File: config.mk
export PLATFORM = sky130hd
export DESIGN_NAME = sonic_scan_sched
export DESIGN_NICKNAME = d
export VERILOG_FILES = /design/src/rtl/sonic_scan_sched.sv
export SDC_FILE = /design/constraint.sdc
export NUM_CORES = 1
export LEC_CHECK = 0
export ABC_AREA = 1
export BUFFER_PORTS_ARGS = -buffer_cell sky130_fd_sc_hd__buf_2
export CORE_ASPECT_RATIO = 1.2
export CORE_MARGIN = 3
export CORE_UTILIZATION = 55
export CTS_CLUSTER_DIAMETER = 30
export DETAILED_ROUTE_END_ITERATION = 16
export GPL_TIMING_DRIVEN = 0
export PLACE_DENSITY_LB_ADDON = 0.3
export RECOVER_POWER = 25
export SYNTH_ARGS = -nofsm -noshare
export SYNTH_HDL_FRONTEND = slang
export SYNTH_SLANG_ARGS = --single-unit
File: constraint.sdc
create_clock -name clk -period 1.6 [get_ports clk]
set_input_delay 0.32 -clock clk [delete_from_list [all_inputs] [get_ports clk]]
set_output_delay 0.32 -clock clk [all_outputs]
set_load 0.02 [all_outputs]
File: src/rtl/sonic_scan_sched.sv
`default_nettype none
// ============================================================================
// Module   : sonic_scan_sched
// Brief    : Round-robin / single-shot scheduler for NUM_CH ultrasonic ranging
//            channels with a guard gap between shots and a result table.
//            Optional shot timeout enabled by macro SONIC_SCHED_TIMEOUT_EN.
// Revision : 1.0 - initial release
// ============================================================================
module sonic_scan_sched #(
    parameter int NUM_CH         = 4,
    parameter int GAP_CYCLES     = 20000
`ifdef SONIC_SCHED_TIMEOUT_EN
    ,
    parameter int TIMEOUT_CYCLES = 3000000
`endif
) (
    input  logic                  clk,
    input  logic                  rst,
    input  logic                  scan_en_i,
    input  logic                  trig_i,
    input  logic [NUM_CH-1:0]     ch_mask_i,
    output logic [NUM_CH-1:0]     sens_req_o,
    input  logic [NUM_CH-1:0]     sens_busy_i,
    input  logic [NUM_CH-1:0]     sens_finish_i,
    input  logic [NUM_CH*32-1:0]  sens_data_i,
    output logic                  res_valid_o,
    output logic [3:0]            res_ch_o,
    output logic [31:0]           res_data_o,
    output logic                  round_done_o,
    input  logic [3:0]            rd_sel_i,
    output logic [31:0]           rd_data_o,
    output logic                  active_o
`ifdef SONIC_SCHED_TIMEOUT_EN
    ,
    output logic [NUM_CH-1:0]     err_flags_o
`endif
);

    localparam int GAP_W = $clog2(GAP_CYCLES + 1);
    localparam logic [GAP_W-1:0] GAP_LAST = GAP_W'(GAP_CYCLES - 1);
`ifdef SONIC_SCHED_TIMEOUT_EN
    localparam int TO_W = $clog2(TIMEOUT_CYCLES + 1);
    localparam logic [TO_W-1:0] TO_LAST = TO_W'(TIMEOUT_CYCLES - 1);
`endif

    typedef enum logic [2:0] {
        S_IDLE      = 3'd0,
        S_ISSUE     = 3'd1,
        S_WAIT_DONE = 3'd2,
        S_STORE     = 3'd3,
        S_GAP       = 3'd4
    } state_t;

    state_t               state_q, state_d;
    logic [3:0]           ch_q, ch_d;
    logic [NUM_CH-1:0]    mask_q, mask_d;
    logic [31:0]          cap_q, cap_d;
    logic [GAP_W-1:0]     gap_q, gap_d;
    logic [NUM_CH-1:0]    req_q, req_d;
    logic                 res_valid_q, res_valid_d;
    logic [3:0]           res_ch_q, res_ch_d;
    logic [31:0]          res_data_q, res_data_d;
    logic                 round_done_q, round_done_d;
    logic [31:0]          tbl_q [NUM_CH];
    logic [31:0]          tbl_d [NUM_CH];
    logic [31:0]          rd_data_q, rd_data_d;
`ifdef SONIC_SCHED_TIMEOUT_EN
    logic [TO_W-1:0]      to_q, to_d;
    logic [NUM_CH-1:0]    err_q, err_d;
`endif

    // Channel selection helpers: decoded pointer, muxed sensor inputs,
    // next enabled channel above the pointer, and lowest channel of a fresh mask.
    logic [NUM_CH-1:0]    sel_oh;
    logic                 sel_busy;
    logic                 sel_finish;
    logic [31:0]          sel_data;
    logic                 next_found;
    logic [3:0]           next_ch;
    logic [3:0]           first_ch;

    always_comb begin
        sel_oh     = '0;
        sel_data   = '0;
        next_found = 1'b0;
        next_ch    = '0;
        first_ch   = '0;
        for (int k = 0; k < NUM_CH; k++) begin
            if (ch_q == 4'(k)) begin
                sel_oh[k] = 1'b1;
                sel_data  = sens_data_i[32*k +: 32];
            end
        end
        for (int k = NUM_CH - 1; k >= 0; k--) begin
            if (mask_q[k] && (4'(k) > ch_q)) begin
                next_found = 1'b1;
                next_ch    = 4'(k);
            end
            if (ch_mask_i[k]) begin
                first_ch = 4'(k);
            end
        end
        sel_busy   = |(sens_busy_i & sel_oh);
        sel_finish = |(sens_finish_i & sel_oh);
    end

    always_comb begin
        state_d      = state_q;
        ch_d         = ch_q;
        mask_d       = mask_q;
        cap_d        = cap_q;
        gap_d        = gap_q;
        req_d        = '0;
        res_valid_d  = 1'b0;
        res_ch_d     = res_ch_q;
        res_data_d   = res_data_q;
        round_done_d = 1'b0;
        tbl_d        = tbl_q;
`ifdef SONIC_SCHED_TIMEOUT_EN
        to_d         = to_q;
        err_d        = err_q;
`endif
        case (state_q)
            S_IDLE: begin
                if ((scan_en_i || trig_i) && (|ch_mask_i)) begin
                    mask_d  = ch_mask_i;
                    ch_d    = first_ch;
                    state_d = S_ISSUE;
                end
            end
            S_ISSUE: begin
                if (!sel_busy) begin
                    req_d   = sel_oh;
                    state_d = S_WAIT_DONE;
`ifdef SONIC_SCHED_TIMEOUT_EN
                    to_d    = '0;
`endif
                end
            end
            S_WAIT_DONE: begin
                if (sel_finish) begin
                    cap_d   = sel_data;
                    state_d = S_STORE;
                end
`ifdef SONIC_SCHED_TIMEOUT_EN
                else if (to_q == TO_LAST) begin
                    cap_d   = 32'hFFFF_FFFF;
                    err_d   = err_q | sel_oh;
                    state_d = S_STORE;
                end else begin
                    to_d = to_q + 1'b1;
                end
`endif
            end
            S_STORE: begin
                for (int k = 0; k < NUM_CH; k++) begin
                    if (sel_oh[k]) begin
                        tbl_d[k] = cap_q;
                    end
                end
                res_valid_d = 1'b1;
                res_ch_d    = ch_q;
                res_data_d  = cap_q;
                gap_d       = '0;
                state_d     = S_GAP;
            end
            S_GAP: begin
                if (gap_q == GAP_LAST) begin
                    if (next_found) begin
                        ch_d    = next_ch;
                        state_d = S_ISSUE;
                    end else begin
                        // End of round; scanning wraps onto a freshly sampled mask.
                        round_done_d = 1'b1;
                        if (scan_en_i && (|ch_mask_i)) begin
                            mask_d  = ch_mask_i;
                            ch_d    = first_ch;
                            state_d = S_ISSUE;
                        end else begin
                            state_d = S_IDLE;
                        end
                    end
                end else begin
                    gap_d = gap_q + 1'b1;
                end
            end
            default: state_d = S_IDLE;
        endcase
    end

    always_comb begin
        rd_data_d = '0;
        for (int k = 0; k < NUM_CH; k++) begin
            if (rd_sel_i == 4'(k)) begin
                rd_data_d = tbl_q[k];
            end
        end
    end

    always_ff @(posedge clk) begin
        if (rst) begin
            state_q      <= S_IDLE;
            ch_q         <= '0;
            mask_q       <= '0;
            cap_q        <= '0;
            gap_q        <= '0;
            req_q        <= '0;
            res_valid_q  <= 1'b0;
            res_ch_q     <= '0;
            res_data_q   <= '0;
            round_done_q <= 1'b0;
            rd_data_q    <= '0;
            for (int k = 0; k < NUM_CH; k++) begin
                tbl_q[k] <= '0;
            end
`ifdef SONIC_SCHED_TIMEOUT_EN
            to_q         <= '0;
            err_q        <= '0;
`endif
        end else begin
            state_q      <= state_d;
            ch_q         <= ch_d;
            mask_q       <= mask_d;
            cap_q        <= cap_d;
            gap_q        <= gap_d;
            req_q        <= req_d;
            res_valid_q  <= res_valid_d;
            res_ch_q     <= res_ch_d;
            res_data_q   <= res_data_d;
            round_done_q <= round_done_d;
            rd_data_q    <= rd_data_d;
            for (int k = 0; k < NUM_CH; k++) begin
                tbl_q[k] <= tbl_d[k];
            end
`ifdef SONIC_SCHED_TIMEOUT_EN
            to_q         <= to_d;
            err_q        <= err_d;
`endif
        end
    end

    assign sens_req_o   = req_q;
    assign res_valid_o  = res_valid_q;
    assign res_ch_o     = res_ch_q;
    assign res_data_o   = res_data_q;
    assign round_done_o = round_done_q;
    assign rd_data_o    = rd_data_q;
    assign active_o     = (state_q != S_IDLE);
`ifdef SONIC_SCHED_TIMEOUT_EN
    assign err_flags_o  = err_q;
`endif

endmodule
`default_nettype wire

# Word-level counts from Yosys, hierarchy flattened
# Cells that the tools add are included.
dict set report word_totals {
  reg_bits 260
  in_bits 148
  output_inout_bits 75
  wordCells 116
}
dict set report op_classes {
  addsub 1
  n_lt_le_gt_ge 4
  n_eq_ne 19
  mux 45
  bitwise_logic 5
  reduce_logical 27
}
# op count
set ops {}
lappend ops {{2-to-1 mux 32 bit} 8}
lappend ops {{2-to-1 mux 4 bit} 14}
lappend ops {{case mux 15 bit (2 select lines)} 1}
lappend ops {{== test 4 x 2 -> 1 bit (second input constant)} 4}
lappend ops {{case mux 4 bit (2 select lines)} 2}
lappend ops {{adder 15 x 1 -> 15 bit (second input constant)} 1}
lappend ops {{== test 15 bit (second input constant)} 1}
lappend ops {{2-to-1 mux 15 bit} 1}
lappend ops {{case mux 3 bit (5 select lines)} 1}
lappend ops {{inequality test 2 bit (second input constant)} 7}
lappend ops {{2-to-1 mux 1 bit} 12}
lappend ops {{2-to-1 mux 3 bit} 4}
lappend ops {{AND reduction 2 bit} 6}
lappend ops {{OR reduction 4 bit} 3}
lappend ops {{AND 4 bit} 2}
lappend ops {{== test 4 x 1 -> 1 bit (second input constant)} 2}
lappend ops {{greater-than comparator 1 x 4 -> 1 bit (first input constant)} 2}
lappend ops {{greater-than comparator 2 x 4 -> 1 bit (first input constant)} 2}
lappend ops {{zero test 4 bit} 2}
lappend ops {{AND reduction 4 bit} 2}
lappend ops {{== test 3 x 2 -> 1 bit (second input constant)} 2}
lappend ops {{logical AND 1 bit} 6}
lappend ops {{OR reduction 6 bit} 1}
lappend ops {{AND reduction 5 bit} 1}
lappend ops {{other kinds (10)} 14}

# Longest topological paths before layout
# Gate-level depths: netlist (run 1).
dict set report logic_depth {
  depth_word 9
  ltp_mapped 11
  mapped_depth_nobuf 11
}

# Worst setup path after synthesis (run 1)
# OpenSTA, ideal clock, no wires.
dict set report synth_timing {
  kind {reg-to-reg}
  start {register gap_q[0]}
  end {register gap_q[9]}
  setup_ns 0.115
  t_arrival_ns 1.296
  required_ns 1.485
  setup_slack_ns 0.189
  stages_incl_launch_ff 10
  path_buffers 1
  period_less_slack_ns 1.411
  cell_sequence {dfxtp_1 ha_1 nand3_1 nor2_1 nand2_2 nand2_4 nand2_4 buf_6 a21oi_1 nor2_1}
}
dict set report synth_via {
  elab_chain_cells 3
  elab_cells_between_ends 6
  cone_classes {add/sub: 1; eq/ne: 2; mux: 2; reduce/logical: 1}
}
# item line
set synth_lines {}
lappend synth_lines {{start: declaration} 58} ;# logic [GAP_W-1:0] gap_q, gap_d;
lappend synth_lines {{start signal: assignment} 225} ;# gap_q <= gap_d;
lappend synth_lines {{adder 15 x 1 -> 15 bit or == test 15 bit (tied branches)} {184, 168}}
lappend synth_lines {{2-to-1 mux 15 bit or inequality test 2 bit (tied branches)} n/a}
lappend synth_lines {{case mux 15 bit (2 select lines) or AND reduction 2 bit (tied branches)} n/a}
# Parallel ways exist; a longest one is shown, timed or not. The select of a mux whose other input is x is not followed.
# A chain may end at the register's enable or synchronous reset.

# Worst setup path in the final report (run 1)
dict set report layout_timing {
  start {register ch_q[0]}
  end {register tbl_q[81] (netlist name)}
}
dict set report layout_via {
  elab_chain_cells 3
}
# item line
set layout_lines {}
lappend layout_lines {{start: declaration} 55} ;# logic [3:0] ch_q, ch_d;
lappend layout_lines {{start signal: assignment} 222} ;# ch_q <= ch_d;
lappend layout_lines {{== test 4 x 1 -> 1 bit} 89} ;# if (ch_q == 4'(k)) begin
lappend layout_lines {{2-to-1 mux 1 bit} 89}
lappend layout_lines {{AND reduction 2 bit (no line)} n/a}
lappend layout_lines {{end signal: indexed assignment} 233} ;# tbl_q[k] <= tbl_d[k];
lappend layout_lines {{end: declaration} 64} ;# logic [31:0] tbl_q [NUM_CH];
# No other way between the ends.

==> results of run 1 <==
[logic make-up after synthesis]
family,count (synthesis)
buffers and inverters,179
DFF,255
adders and majority gates,1
and+or+nand+nor,679
AOI/OAI and AO/OA,332
other,1
[stage by stage]
step,utilization,cell area [um2],instances
final,0.739,14000,2025
after global routing,0.739,14000,2025
after CTS,0.722,13700,2012
after detailed placement,0.637,12100,1923
after global placement,0.637,12100,1923
after floorplan,-,10700,1448
[power groups by stage]
| stage | Clock [mW] | Combinational, mW | Sequential (mW) |
|---|---|---|---|
| floorplan | 0 | 3.07 | 7.08 |
| global route | 9.72 | 5.63 | 7.21 |
| CTS | 9.39 | 4.53 | 7.12 |
| detailed placement | 0 | 4.39 | 7.23 |
| global placement | 0 | 4.34 | 7.22 |
| finish | 9.40 | 5.20 | 7.19 |
[worst max-delay path: stages (launching register included)]
cell     delay [ps]
dfxtp_1         320
buf_6           160
inv_6            70
nor2_4          170
inv_2            90
nor2_4          260
buf_4           180
o21ai_0         120
a21oi_1         200
[cell type report]
type / count / area, um2
flip-flops and latches: 255 / 5120
fillers: 1499 / 4960
inverters: 84 / 325
clock buffers: 44 / 1090
clock inverters: 36 / 399
plain buffers: 93 / 594
repair buffers: 242 / 1210
multi-input cells: 1015 / 4970
well taps: 256 / 320
[timing repair]
| item | CTS | global route |
|---|---|---|
| gates cloned | 0 | 3 |
| buffers inserted | 9 | 12 |
| setup endpoints to repair | 108 | 146 |
| pin swaps | 6 | 11 |
| resized for setup | 19 | 99 |
| hold endpoints to repair | 0 | 0 |
[cells in the final DEF, fill, tap and decap left out, drive strengths merged]
master	n
ha	1
a21oi	179
conb	2
a22o	1
nand2	403
o31ai	5
nand4	8
nor4	1
buf	232
nor2	115
or2	1
a211oi	13
clkbuf	147
nand3b	2
nor3	7
bufinv	5
nand3	143
dfxtp	255
o21ai	116
inv	97
clkinvlp	6
o32ai	18
clkinv	12
[sequential cells by signal, summed over array words and instances, names as in the netlist, 2 cells and up]
name	count
rd_data_o	32
sens_req_o	4
res_ch_o	2
gap_q	15
res_data_o	32
mask_q	3
tbl_q	128
state_q	3
cap_q	32
ch_q	2
[routing by layer]
layer  wire length [um]  part of all wire  global-route usage
met2              18300              0.48               0.574
met1              14700              0.38               0.433
met4               2270             0.059               0.192
met5                  0                 0                   0
met3               3200             0.083              0.0515
[worst min path at each step]
stage	startpoint	endpoint	slack (ps)	cells after the start
after floorplan	tbl_q[95]	tbl_q[95]	420	2
after global placement	res_data_o[0]	res_data_o[0]	420	2
after detailed placement	res_data_o[12]	res_data_o[12]	430	2
after CTS	ch_mask_i[3]	mask_q[3]	70	3
after global routing	ch_mask_i[2]	mask_q[2]	110	3
final	ch_mask_i[3]	mask_q[3]	80	3
==> flow_metrics.py, run 1 <==
metrics = {
    "synth": {
        "synth_top_family_by_area": "simple AND/OR/NAND/NOR gates",
        "muxShareOfSynthArea": 0,
        "synthDistinctLibCells": 36,
        "synth_area_leader_cell": "dfxtp_1",
        "avgSynthCellArea_um2": 7.38,
        "synth_common_cells": "nand2_1 (396), dfxtp_1 (255), a21oi_1 (178), nand3_1 (141), nor2_1 (102)",
        "synth_compound_area_frac": 0.172,
        "synthCells": 1447,
        "synthesis.area_um2": 10700,
        "synthAdderAreaFrac": 0.00117,
        "async_reset_ff_frac": 0,
        "synth_seq_cells": 255,
        "synth_area_leaders": "dfxtp_1 (48%), nand2_1 (14%), a21oi_1 (8.3%), nand3_1 (6.6%), o21ai_0 (4.1%)",
        "synthSimpleGateAreaFrac": 0.272,
        "synth_xor_area_frac": 0,
        "synth_most_common_cell": "nand2_1",
        "netlist.area_leader.share": 0.478,
        "yosysWarnings": 0,
        "synth_edf_count": 0,
        "ys.flop_type": "dfxtp_1",
        "seq_area_frac_synth": 0.478,
    },
    "grt": {
        "grt_pass1_wl_um": 57300,
        "antenna_found_initial": 0,
        "grt_max_degree": 14,
        "grt_util_all_layers": 0.345,
        "grt_pass1_vias": 10700,
        "gr-total-overflow": 0,
    },
    "worst_setup_path": {
        "endpoint": "tbl_q[81]",
        "startpoint": "ch_q[0]",
        "arrival_ps": 2090,
        "r2r_slack_ps": -30,
        "reg2reg_to": "tbl_q[81]",
        "cp-end-kind": "flop",
        "rr_startpoint": "ch_q[0]",
        "r2r_cells": 8,
        "worst_setup_path_start_kind": "flop",
        "crit_path_max_fanout": 8,
        "crit_required_ps": 2060,
        "critPathKind": "reg2reg",
    },
    "detailed_routing": {
        "first_pass_iters": 6,
        "drt-initial-drc-count": 1396,
        "wl_per_cell_um": 19.0,
        "drtAntennaViolNets": 0,
        "num_vias": 11700,
        "vias_per_cell": 5.76,
        "drt-total-wl_um": 38500,
        "drc": 0,
    },
    "final_layout": {
        "diodes": 0,
        "syn2layout_area_growth_pct": 31.4,
        "drive_above_1_share": 0.237,
        "nNetsFinal": 1883,
    },
    "run": {
        "drv_cap": 0,
    },
    "clocking": {
        "cts_max_level": 2,
        "cts_sinks": 255,
        "root_buffer": "clkbuf_16",
        "numCtsBuffers": 43,
        "cts_tree": "done",
        "cts_hold_buf": 0,
        "clk_pin_slew_worst_paths_ps": 50,
        "clockBufferDepth": 3,
        "clk_latency_ps": 540,
    },
    "sta": {
        "finClkSkew_ps": 21.4,
        "slew_headroom": 0.429,
        "hold_ws_ps": 76.3,
        "worst_slack_ps": -32.8,
        "min_period_ps": 1630,
        "tns_ps": -35.1,
        "hold_viol": 0,
        "fmax_mhz": 612,
        "finalMaxSlewViolations": 0,
        "fin_crit_sh": 1.02,
        "setup_viol": 4,
        "worst_pin_slew_ps": 857,
        "rsz0062_at_grt": "yes",
    },
    "power": {
        "power_density_nw_per_um2": 1550,
        "vdd_drop_max_mv": 1.21,
        "total_power_mw": 21.8,
        "power.clock.fraction": 0.431,
        "seq_power_share": 0.330,
        "power_frac_comb": 0.239,
        "p_leak_nw": 5.62,
        "power.switching_mw": 7.34,
        "swShare": 0.337,
        "internal-power_mw": 14.4,
    },
    "place": {
        "dp_hpwl_um": 27000,
        "pre_cts_slack_ps": -384,
        "gp_congestion": 0.955,
        "io_buffers": 219,
    },
    "floorplanning": {
        "pin_count": 223,
        "die_w_um": 133,
        "initial_core_util": 0.562,
        "num_rows": 55,
        "die_h_um": 159,
        "dieArea_um2": 21100,
        "fp.coreArea_um2": 19000,
    },
    "run_status": {
        "outcome": "complete, but fails checks",
        "violations": "setup timing",
    },
    "min_path": {
        "hold_path.class": "in2reg",
    },
}
(Power assumes the default switching activity.)
==> run 2, diff against run 1 <==
--- a/config.mk
+++ b/config.mk
@@ -7,10 +7,10 @@
 export LEC_CHECK = 0
 export ABC_AREA = 1
-export BUFFER_PORTS_ARGS = -buffer_cell sky130_fd_sc_hd__buf_2
 export CORE_ASPECT_RATIO = 1.2
 export CORE_MARGIN = 3
-export CORE_UTILIZATION = 55
+export CORE_UTILIZATION = 60
 export CTS_CLUSTER_DIAMETER = 30
 export DETAILED_ROUTE_END_ITERATION = 16
+export DONT_BUFFER_PORTS = 1
 export GPL_TIMING_DRIVEN = 0
 export PLACE_DENSITY_LB_ADDON = 0.3
==> constraint.sdc (replaced) <==
create_clock -name clk -period 1.6 [get_ports clk]
set_input_delay 0.32 -clock clk [delete_from_list [all_inputs] [get_ports clk]]
set_output_delay 0.32 -clock clk [all_outputs]
set_load 0.1 [all_outputs]
==> run 2 against run 1 <==
  * The run still ends with setup timing left
  * First-iteration DRC count shrank 24%
  * Sequential power grew 3%
  * Clock skew grew 4.0 ps
  * Final cell count shrank 13%
  * Flip-flop and latch count is the same
  * Wire length shrank 1.3%
  * Die area shrank 8.0%
  * Via count shrank 6.6%
  * Hold slack lost 9.7 ps
  * Sequential share of layout area grew 3.1 points
  * Clock power grew 3.0%
  * Critical path type unchanged
  * Largest power group unchanged
==> flow_metrics.py, run 2 (synthesis results as in run 1) <==
metrics = {
    "run_status": {
        "outcome": "complete, but fails checks",
        "violations": "setup timing",
    },
    "floorplanning": {
        "initial_core_util": 0.622,
        "fp.coreArea_um2": 17200,
        "pin_count": 223,
        "die_h_um": 152,
        "dieArea_um2": 19400,
        "num_rows": 52,
        "die_w_um": 128,
    },
    "min_path": {
        "hold_end": "cap_q[22]",
        "hold_path.class": "in2reg",
        "hp-start": "sens_data_i[118]",
        "holdPathStages": 2,
    },
    "worst_setup_path": {
        "rr_startpoint": "gap_q[1]",
        "worst_setup_path_start_kind": "flop",
        "r2r_cells": 10,
        "r2r_slack_ps": -90,
        "arrival_ps": 2060,
        "critPathKind": "reg2reg",
        "reg2reg_to": "gap_q[14]",
        "crit_path_max_fanout": 8,
        "critPathMaxStageDelay_ps": 370,
        "crit_slowest_cell": "dfxtp_4",
        "cp-end-kind": "flop",
        "cpMostUsedCell": "nor2_1",
        "cp_cell_sequence": "ha_4 -> nand3_2 -> nor2_2 -> nand2_2 -> nand2_2 -> nand2_8 -> inv_6 -> nor2_1 -> nor2_1 -> nor2_1",
        "crit_required_ps": 1970,
    },
    "power": {
        "power.switching_mw": 7.33,
        "power_frac_comb": 0.234,
        "seq_power_share": 0.332,
        "swShare": 0.329,
        "p_leak_nw": 5.01,
        "vdd_drop_max_mv": 1.17,
        "power.clock.fraction": 0.434,
        "power_density_nw_per_um2": 1690,
        "total_power_mw": 22.3,
        "internal-power_mw": 14.9,
    },
    "grt": {
        "gr-total-overflow": 0,
        "grt_util_all_layers": 0.370,
        "grt_pass1_vias": 10500,
        "antenna_found_initial": 0,
        "grt_max_degree": 13,
        "grt_pass1_wl_um": 56900,
    },
    "clocking": {
        "clockBufferDepth": 3,
        "clk_latency_ps": 530,
        "numCtsBuffers": 39,
        "cts_sinks": 255,
        "clk_pin_slew_worst_paths_ps": 50,
        "cts_max_level": 2,
        "cts_tree": "done",
        "root_buffer": "clkbuf_16",
    },
    "final_layout": {
        "multi_input_area_um2": 4950,
        "drive_above_1_share": 0.209,
        "top_register": "tbl_q",
        "instances_no_fill": 1768,
        "final_cell_mix": "nand2_1 (393), dfxtp_1 (175), a21oi_1 (169), nand3_1 (139), nor2_1 (89)",
        "nNetsFinal": 1671,
        "diodes": 0,
        "mostFrequentLayoutCell": "nand2_1",
        "seq_area_um2": 5220,
        "syn2layout_area_growth_pct": 23.4,
        "fill_cells": 1220,
        "largest_reg_flops": 128,
    },
    "sta": {
        "fin_crit_sh": 1.06,
        "worst_pin_slew_ps": 801,
        "fmax_mhz": 592,
        "hold_viol": 0,
        "min_period_ps": 1690,
        "finalMaxSlewViolations": 0,
        "setup_viol": 13,
        "worst_slack_ps": -88.2,
        "finClkSkew_ps": 25.4,
        "rsz0062_at_grt": "yes",
        "slew_headroom": 0.466,
    },
    "place": {
        "io_buffers": 0,
        "gp_congestion": 0.982,
        "placed_cells": 1664,
        "dp_hpwl_um": 26300,
    },
    "detailed_routing": {
        "wl_per_cell_um": 21.5,
        "first_pass_iters": 6,
        "drt-total-wl_um": 38000,
        "drc": 0,
        "num_vias": 10900,
        "vias_per_cell": 6.16,
        "drt-initial-drc-count": 1060,
        "drtAntennaViolNets": 0,
    },
    "run": {
        "drv_cap": 0,
    },
}
[run 2: cell types whose count changed in the layout (fill, tap and decap cells not counted), moves of 5 or more]
cell       before  now
buf_2         182   21
dfxtp_1       246  175
dfxtp_2         7   75
clkbuf_1       93   34
buf_6          11   17
o21ai_2         6    0
buf_4          34   39
bufinv_16       5   10
inv_6          11    6
[run 2: what timing repair did]
action                     CTS  global route
gates cloned                 0             2
hold endpoints to repair     3             0
setup buffers               13            15
hold buffers                 3             0
resized for setup          104            76
setup endpoints to repair  216           186
pin swaps                    6            12
[run 2: final cells by class]
type                       instances  share of cell area
inverter                          84              0.0247
sequential                       255               0.396
multi-input combinational       1014               0.376
clock inverter                    24              0.0321
timing repair buffer              33              0.0235
buffer                            95              0.0450
clock buffer                      47              0.0826
tap                              216              0.0205
[run 2: per-layer routing]
metal | vias up | wire length [um] | track usage
li1 | 4958 | - | -
met1 | 5075 | 14200 | 0.454
met2 | 688 | 17800 | 0.606
met3 | 173 | 3700 | 0.0831
met4 | 0 | 2290 | 0.193
met5 | - | 0 | 0
[run 2: power groups by stage]
| stage | logic [mW] | clock network [mW] | registers, mW |
|---|---|---|---|
| after floorplan | 3.22 | 0 | 7.24 |
| after CTS | 4.71 | 9.68 | 7.34 |
| after global placement | 4.33 | 0 | 7.44 |
| after detailed placement | 4.39 | 0 | 7.45 |
| after global routing | 5.60 | 9.98 | 7.41 |
| final | 5.21 | 9.68 | 7.39 |
[run 2: per-stage QoR]
stage,worst slack (ps),util,cell area (um2),setup TNS [ps],hold WS [ps]
after floorplan,124,-,10700,0,425
after global placement,-365,0.638,11000,-24100,434
after detailed placement,-404,0.638,11000,-29960,452
after CTS,-10.2,0.745,12800,-39.4,62.0
after global routing,-171,0.767,13200,-4420,79.1
final,-88.2,0.767,13200,-337,66.6
[run 2: critical path, delay by kind of cell, from the launching register on]
kind	cells	cell delay, ps
AND/OR/NAND/NOR	8	910
flip-flops	1	370
adder cells (fa/ha/maj)	1	150
buffers and inverters	1	110
[run 2: worst max-delay path by stage]
stage / start / to / slack, ps
after global routing: gap_q[4] / gap_q[14] / -170
after detailed placement: rst / rd_data_o[26] / -400
after floorplan: state_q[0] / mask_q[1] / 120
after CTS: state_q[2] / tbl_q[22] / -10
after global placement: rst / rd_data_o[26] / -370
final: gap_q[1] / gap_q[14] / -90
